--- src/rtl/hpdmc_sched.sv ---
// hpdmc_sched: hands the SDRAM command bus to one of two requesters in round-robin
// order and inserts AUTO REFRESH slots, which take priority over any new grant.
module hpdmc_sched #(
  parameter int PEND_W = 2
) (
  input  logic        sys_clk,
  input  logic        sys_rst_n,
  input  logic        sdram_initialized,
  input  logic [10:0] tim_refi,
  input  logic [3:0]  tim_rfc,
  input  logic        req0,
  input  logic        req1,
  input  logic        rel0,
  input  logic        rel1,
  output logic        gnt0,
  output logic        gnt1,
  output logic        ref_cmd,
  output logic        busy,
  output logic        ref_overrun
);

  typedef enum logic [2:0] {
    S_WAIT_INIT = 3'd0,
    S_IDLE      = 3'd1,
    S_GRANT0    = 3'd2,
    S_GRANT1    = 3'd3,
    S_REFRESH   = 3'd4,
    S_REF_WAIT  = 3'd5
  } state_t;

  localparam logic [PEND_W-1:0] PEND_MAX  = {PEND_W{1'b1}};
  localparam logic [PEND_W-1:0] PEND_ONE  = PEND_W'(1'b1);
  localparam logic [PEND_W-1:0] PEND_ZERO = PEND_W'(1'b0);

  state_t            state_q, state_d;
  logic              last_q, last_d;
  logic [3:0]        waitcnt_q, waitcnt_d;
  logic [10:0]       refcnt_q, refcnt_d;
  logic [PEND_W-1:0] pending_q, pending_d;
  logic              overrun_q, overrun_d;
  logic              tick_s;
  logic              refresh_s;
  logic              gnt0_s, gnt1_s, ref_cmd_s, busy_s;
  logic              gnt0_q, gnt1_q, ref_cmd_q, busy_q;

  // FSM state, arbitration pointer, refresh wait counter and registered output decodes
  always_ff @(posedge sys_clk or negedge sys_rst_n) begin
    if (!sys_rst_n) begin
      state_q   <= S_WAIT_INIT;
      last_q    <= 1'b1;
      waitcnt_q <= 4'd0;
      gnt0_q    <= 1'b0;
      gnt1_q    <= 1'b0;
      ref_cmd_q <= 1'b0;
      busy_q    <= 1'b0;
    end else begin
      state_q   <= state_d;
      last_q    <= last_d;
      waitcnt_q <= waitcnt_d;
      gnt0_q    <= gnt0_s;
      gnt1_q    <= gnt1_s;
      ref_cmd_q <= ref_cmd_s;
      busy_q    <= busy_s;
    end
  end

  // Refresh interval timer, pending-refresh counter and sticky overrun flag
  always_ff @(posedge sys_clk or negedge sys_rst_n) begin
    if (!sys_rst_n) begin
      refcnt_q  <= 11'd0;
      pending_q <= PEND_ZERO;
      overrun_q <= 1'b0;
    end else begin
      refcnt_q  <= refcnt_d;
      pending_q <= pending_d;
      overrun_q <= overrun_d;
    end
  end

  // Interval timer: loaded when leaving WAIT_INIT, ticks once every tim_refi cycles
  always_comb begin
    refcnt_d = refcnt_q;
    tick_s   = 1'b0;
    if (!sdram_initialized) begin
      refcnt_d = 11'd0;
    end else if (state_q == S_WAIT_INIT) begin
      refcnt_d = tim_refi - 11'd1;
    end else if (tim_refi != 11'd0) begin
      if (refcnt_q == 11'd0) begin
        refcnt_d = tim_refi - 11'd1;
        tick_s   = 1'b1;
      end else begin
        refcnt_d = refcnt_q - 11'd1;
      end
    end else begin
      refcnt_d = refcnt_q;
    end
  end

  // A tick and a refresh on the same edge cancel; a tick is lost only when nothing drains
  always_comb begin
    refresh_s = (state_q == S_REFRESH);
    pending_d = pending_q;
    overrun_d = overrun_q;
    if (!sdram_initialized) begin
      pending_d = PEND_ZERO;
    end else if (tick_s && !refresh_s) begin
      if (pending_q == PEND_MAX) begin
        overrun_d = 1'b1;
      end else begin
        pending_d = pending_q + PEND_ONE;
      end
    end else if (!tick_s && refresh_s) begin
      pending_d = pending_q - PEND_ONE;
    end else begin
      pending_d = pending_q;
    end
  end

  // Next-state logic: pending refreshes win over grants; an owner is never preempted
  always_comb begin
    state_d   = state_q;
    last_d    = last_q;
    waitcnt_d = waitcnt_q;
    if (!sdram_initialized) begin
      state_d   = S_WAIT_INIT;
      waitcnt_d = 4'd0;
    end else begin
      case (state_q)
        S_WAIT_INIT: state_d = S_IDLE;
        S_IDLE: begin
          if (pending_q != PEND_ZERO) begin
            state_d = S_REFRESH;
          end else if (req0 && req1) begin
            state_d = last_q ? S_GRANT0 : S_GRANT1;
          end else if (req0) begin
            state_d = S_GRANT0;
          end else if (req1) begin
            state_d = S_GRANT1;
          end else begin
            state_d = S_IDLE;
          end
        end
        S_GRANT0: begin
          if (rel0) begin
            state_d = S_IDLE;
            last_d  = 1'b0;
          end else begin
            state_d = S_GRANT0;
          end
        end
        S_GRANT1: begin
          if (rel1) begin
            state_d = S_IDLE;
            last_d  = 1'b1;
          end else begin
            state_d = S_GRANT1;
          end
        end
        S_REFRESH: begin
          if (tim_rfc == 4'd0) begin
            state_d = S_IDLE;
          end else begin
            state_d   = S_REF_WAIT;
            waitcnt_d = tim_rfc;
          end
        end
        S_REF_WAIT: begin
          if (waitcnt_q <= 4'd1) begin
            state_d = S_IDLE;
          end else begin
            waitcnt_d = waitcnt_q - 4'd1;
          end
        end
        default: state_d = S_WAIT_INIT;
      endcase
    end
  end

  // Output decode of the next state, so each output flop mirrors the state register
  always_comb begin
    gnt0_s    = 1'b0;
    gnt1_s    = 1'b0;
    ref_cmd_s = 1'b0;
    busy_s    = 1'b0;
    case (state_d)
      S_GRANT0: begin
        gnt0_s = 1'b1;
        busy_s = 1'b1;
      end
      S_GRANT1: begin
        gnt1_s = 1'b1;
        busy_s = 1'b1;
      end
      S_REFRESH: begin
        ref_cmd_s = 1'b1;
        busy_s    = 1'b1;
      end
      S_REF_WAIT: busy_s = 1'b1;
      S_IDLE, S_WAIT_INIT: busy_s = 1'b0;
      default: busy_s = 1'b0;
    endcase
  end

  assign gnt0        = gnt0_q;
  assign gnt1        = gnt1_q;
  assign ref_cmd     = ref_cmd_q;
  assign busy        = busy_q;
  assign ref_overrun = overrun_q;

endmodule

--- config.mk ---
export PLATFORM = sky130hd
export DESIGN_NAME = hpdmc_sched
export DESIGN_NICKNAME = d
export VERILOG_FILES = /design/src/rtl/hpdmc_sched.sv
export SDC_FILE = /design/constraint.sdc
export NUM_CORES = 1
export LEC_CHECK = 0
export BUFFER_PORTS_ARGS = -buffer_cell sky130_fd_sc_hd__buf_2
export CAP_MARGIN = 20
export CORE_UTILIZATION = 30
export DETAILED_ROUTE_END_ITERATION = 10
export MAX_ROUTING_LAYER = met4
export RECOVER_POWER = 25
export SETUP_SLACK_MARGIN = 0.02
export SYNTH_ARGS = -nofsm -noshare
export SYNTH_HDL_FRONTEND = slang
export SYNTH_SLANG_ARGS = --single-unit
--- constraint.sdc ---
create_clock -name sys_clk -period 2.2 [get_ports sys_clk]
set_input_delay 0.44 -clock sys_clk [delete_from_list [all_inputs] [get_ports sys_clk]]
set_output_delay 0.44 -clock sys_clk [all_outputs]
set_load 0.05 [all_outputs]
==> Yosys cells after proc, flatten, opt, wreduce, memory -nomap -nowiden <==
Cells that the tools add are included.
W data, S select, Z words.
{ "classes": {"n_reduce_logical": 16, "eq_ne": 18, "n_mux": 34, "order_cmp": 1, "n_addsub": 5} }
{ "op_table": {"columns": ["op", "n"], "rows": [
  ["$mux W11", 4],
  ["$sub A11 B1 Y11 const B", 2],
  ["$mux W2", 9],
  ["$pmux W3 S6", 1],
  ["$eq A3 B2 Y1 const B", 4],
  ["$eq A3 B3 Y1 const B", 4],
  ["$mux W3", 4],
  ["$mux W4", 3],
  ["$logic_not A11 Y1", 1],
  ["$mux W1", 11],
  ["$reduce_bool A11 Y1", 1],
  ["$ne A3 B1 Y1 const B", 3],
  ["$ne A3 B3 Y1 const B", 3],
  ["$pmux W4 S2", 1],
  ["$reduce_and A3 Y1", 2],
  ["$le A4 B1 Y1 const B", 1],
  ["$logic_not A4 Y1", 1],
  ["$ne A2 B2 Y1 const B", 2],
  ["$reduce_and A4 Y1", 1],
  ["$reduce_bool A2 Y1", 2],
  ["$reduce_or A4 Y1", 1],
  ["$sub A4 B1 Y4 const B", 1],
  ["$eq A3 B1 Y1 const B", 1],
  ["$logic_and A1 B1 Y1", 3],
  ["7 further kinds", 8]
]} }
{ "word_totals": {"wordCells": 84, "regBits": 26} }

==> Depth between registers and ports, before layout <==
{ "logic_depth": {"word_depth": 10, "mapped_depth": 8} }

==> Worst setup path after synthesis <==
No wires, ideal clock.
{ "synth_timing": {"path_type": "flip-flop to flip-flop", "from": "reg refcnt_q[0]", "to": "reg refcnt_q[8]", "arrival_ns": 1.705, "path_buffers": 0, "slack_ns": 0.374, "path_stages_with_launch": 7, "required_ns": 2.079, "cell_sequence": "dfrtp_1 -> inv_1 -> ha_1 -> or3b_1 -> nor3_1 -> nand3_1 -> a32o_2"} }
{ "synth_via": {"elab_chain_len": 5} }
{ "synth_lines": {"columns": ["item", "line", "source"], "rows": [
  ["from (decl)", "38", "logic [10:0] refcnt_q, refcnt_d;"],
  ["from (signal assigned)", "74", "refcnt_q <= refcnt_d;"],
  ["$sub A11 B1 Y11 / $logic_not A11 Y1 (equally long branches)", "93, 89", null],
  ["$mux W11 (*)", "89", "if (refcnt_q == 11'd0) begin"],
  ["$mux W11 (*)", "88", "end else if (tim_refi != 11'd0) begin"],
  ["$mux W11 (*)", "86", "end else if (state_q == S_WAIT_INIT) begin"],
  ["$mux W11 (*)", "84", "if (!sdram_initialized) begin"]
]} }
Every way passes the cells marked *; elsewhere a longest branch is shown, timed or not. The select of a mux whose other input is x is not followed.
A chain may end at the register's enable or synchronous reset.

==> Worst setup path in the final report <==
Ends and elaborated chain as after synthesis.

==> results.yml <==
cts:
  clkTransAtPathRegs_ps: 90
  cts_made_buffers: 3
  cts_setup_buffers: 0
  cts_sinks: 26
  ctsHoldBuffers: 0
  tritoncts: "done"
  clock_path_buffers: 2
  cts-root-buf: "clkbuf_8"
  post_cts_resized: 0
  clkLatencyLatePin_ps: 280
  htree_levels: 1
placed_design:
  dp_hpwl_mm: 3.03
  placedCellCount: 307
  place.gp.congestion: 0.799
  port_buffers: 26
synth:
  synth_adder_area_share_pct: 4.05
  synth_warnings: 0
  synth_mux_area_share_pct: 1.69
  async_reset_ff_share_pct: 100
  synth_top_area_share_pct: 33.7
  syn-mean-instance-area_sq_um: 9.05
  syn_area_sq_mm: 0.00186
  synth_xor_area_share_pct: 4.72
  yosysSeqAreaShare_pct: 35.1
  synth_top_family_by_area: "simple AND/OR/NAND/NOR gates"
  synth_simple_gate_area_share_pct: 29.5
  yosys-top-cells-area: "dfrtp_1, o21ai_0, nor2_1"
  synth-compound-area-share_pct: 19.4
  synth_edf_count: 0
  ys_types: 50
  synth_flop_cell: "dfrtp_1"
  syn_nets: 233
  syn_inst: 205
  synth_area_leader_cell: "dfrtp_1"
  synth_seq_cells: 26
sta:
  period_needed_ps: 1950
  holdWs_ps: 450
  final.setup.tns_ps: 0
  skew_ps: 3.85
  max_freq_ghz: 0.514
  finalSetupViolations: 0
  fin_crit_sh_pct: 88.4
  finalHoldViolations: 0
  slew_headroom_pct: 5.64
  maxSlewViolCount: 0
  rsz0062_at_grt: "false"
  tightestPinTransition_ps: 1420
power:
  comb_power_share_pct: 36.7
  swShare_pct: 35.9
  switchingPower_mw: 0.533
  p_total_mw: 1.49
  p_per_area_mw_per_mm2: 699
  p_clk_share_pct: 21.4
  total_leakage_power_nw: 0.934
  p_int_mw: 0.954
  vdd_drop_max_mv: 0.271
  seqPwrFrac_pct: 41.9
setup_path:
  max_stage_delay_ps: 430
  endpoint_kind: "register"
  setup.worst_path.start_class: "register"
  critPathCapture: "refcnt_q[8]"
  worstPathArrival_ps: 2120
  cp_num_buf_inv: 2
  ff2ff_setup_slack_ps: 250
  worstSetupStartpoint: "refcnt_q[0]"
  critical_path_depth: 7
  critical_path_class: "register to register"
  regToRegEndpoint: "refcnt_q[8]"
  timing.rr.start: "refcnt_q[0]"
  path_delay_family: "simple AND/OR/NAND/NOR gates"
  r2r_cells: 7
  path_cells: "inv_1, ha_1, or3b_1, nor3_1, buf_4, nand3_1, a32o_2"
  worst_ep_required_time_ps: 2370
  crit_path_max_fanout: 5
  crit_slowest_cell: "dfrtp_1"
layout:
  nets: 265
  final_cell_mix: "dfrtp_1, buf_2, nor2_1"
  final_cells: 311
  layout-drive-gt1-share_pct: 21.2
  area_delta_synth_final_pct: 14.6
  antenna_cells: 0
global_routing:
  overflow: 0
  grt_pass1_wl_mm: 6.87
  grt_pass1_vias: 1524
  grt_use_total_pct: 14.0
  grt_antenna_before_repair: 0
  grt_max_degree: 27
floorplan:
  start_util_pct: 31.2
  num_rows: 28
  fp.dieArea_sq_mm: 0.00650
  die_w_um: 80.6
  pin_count: 27
  coreArea_sq_mm: 0.00596
  die_height_um: 80.6
detailed_routing:
  wl_met2_mm: 1.85
  wl_per_cell_um: 12.8
  ant_nets: 0
  met1_length_mm: 1.99
  first_iter_violations: 132
  wl_met3_um: 79
  routed_wl_mm: 3.99
  route.detailed.drc: 0
  drt-pass1-iter-count: 4
  vias: 1586
  top_layer: "met4"
  post_drt_via_cell_ratio: 5.10
flow_run:
  drv_cap: 0
min_path:
  hp-class: "input port to register"
  hp-start: "rel1"
run_status:
  status: "complete, no violations"
-- area by class of cell --
type	instances	area, sq um
clock buffer	4	55.1
fill	632	3830
inverter	10	37.5
multi-input combinational	162	1100
sequential	26	652
tap	75	93.8
timing repair buffer	34	189
-- metrics by stage --
stage / instance area [sq um] / worst slack [ps] / utilization, %
CTS: 2130 / 247 / 35.7
floorplan: 1860 / 374 / -
detailed placement: 2070 / 166 / 34.8
finish: 2130 / 254 / 35.7
global placement: 2070 / 221 / 34.8
global route: 2130 / 84.9 / 35.7
-- power groups by stage --
stage | clock network (mW) | registers (mW) | logic (mW)
6_report | 0.319 | 0.622 | 0.546
5_1_grt | 0.342 | 0.634 | 0.609
4_1_cts | 0.328 | 0.621 | 0.548
3_5_place_dp | 0 | 0.631 | 0.544
3_3_place_gp | 0 | 0.629 | 0.545
2_1_floorplan | 0 | 0.632 | 0.407
-- state kept, by name, summed over array words and instances, names as in the netlist --
name,cells
refcnt_q,11
waitcnt_q,4
state_q,3
pending_q,2
busy,1
gnt0,1
gnt1,1
last_q,1
ref_cmd,1
ref_overrun,1
-- worst min-delay path, cell delays in order --
cell,delay (ps)
buf_2,90
a31oi_1,70
nor2_1,90
-- metal layers --
layer,vias up,track usage (%)
li1,822,-
met1,739,18.7
met2,18,21.5
met3,7,1.36
met4,0,5.54
met5,-,-
-- Yosys cell counts (all sizes together) (3+ instances only) --
cell    instances
dfrtp          25
nand2          13
xnor2           5
nand3           7
or3b            3
nor3            9
nor3b           4
nor2           23
nor4            5
or2             3
or4             5
ha              6
xor2            5
buf             4
nand3b          5
o21a            5
a21oi           6
o21ai          20
nand4           3
inv            10
a32o            8
-- worst min-delay path by stage --
stage	to	slack (ps)	depth (start not counted)
floorplan	busy	140	0
global placement	ref_overrun	450	1
detailed placement	ref_overrun	460	1
CTS	waitcnt_q[2]	170	1
global route	last_q	470	3
finish	last_q	450	3
-- logic make-up after synthesis --
| family | count (synthesis) |
|---|---|
| compound gates | 52 |
| flops | 26 |
| xor+xnor | 10 |
| buf+inv | 17 |
| simple gates | 91 |
| mux | 3 |
| fa+ha+maj | 6 |
Power figures use the tool's default switching activity.
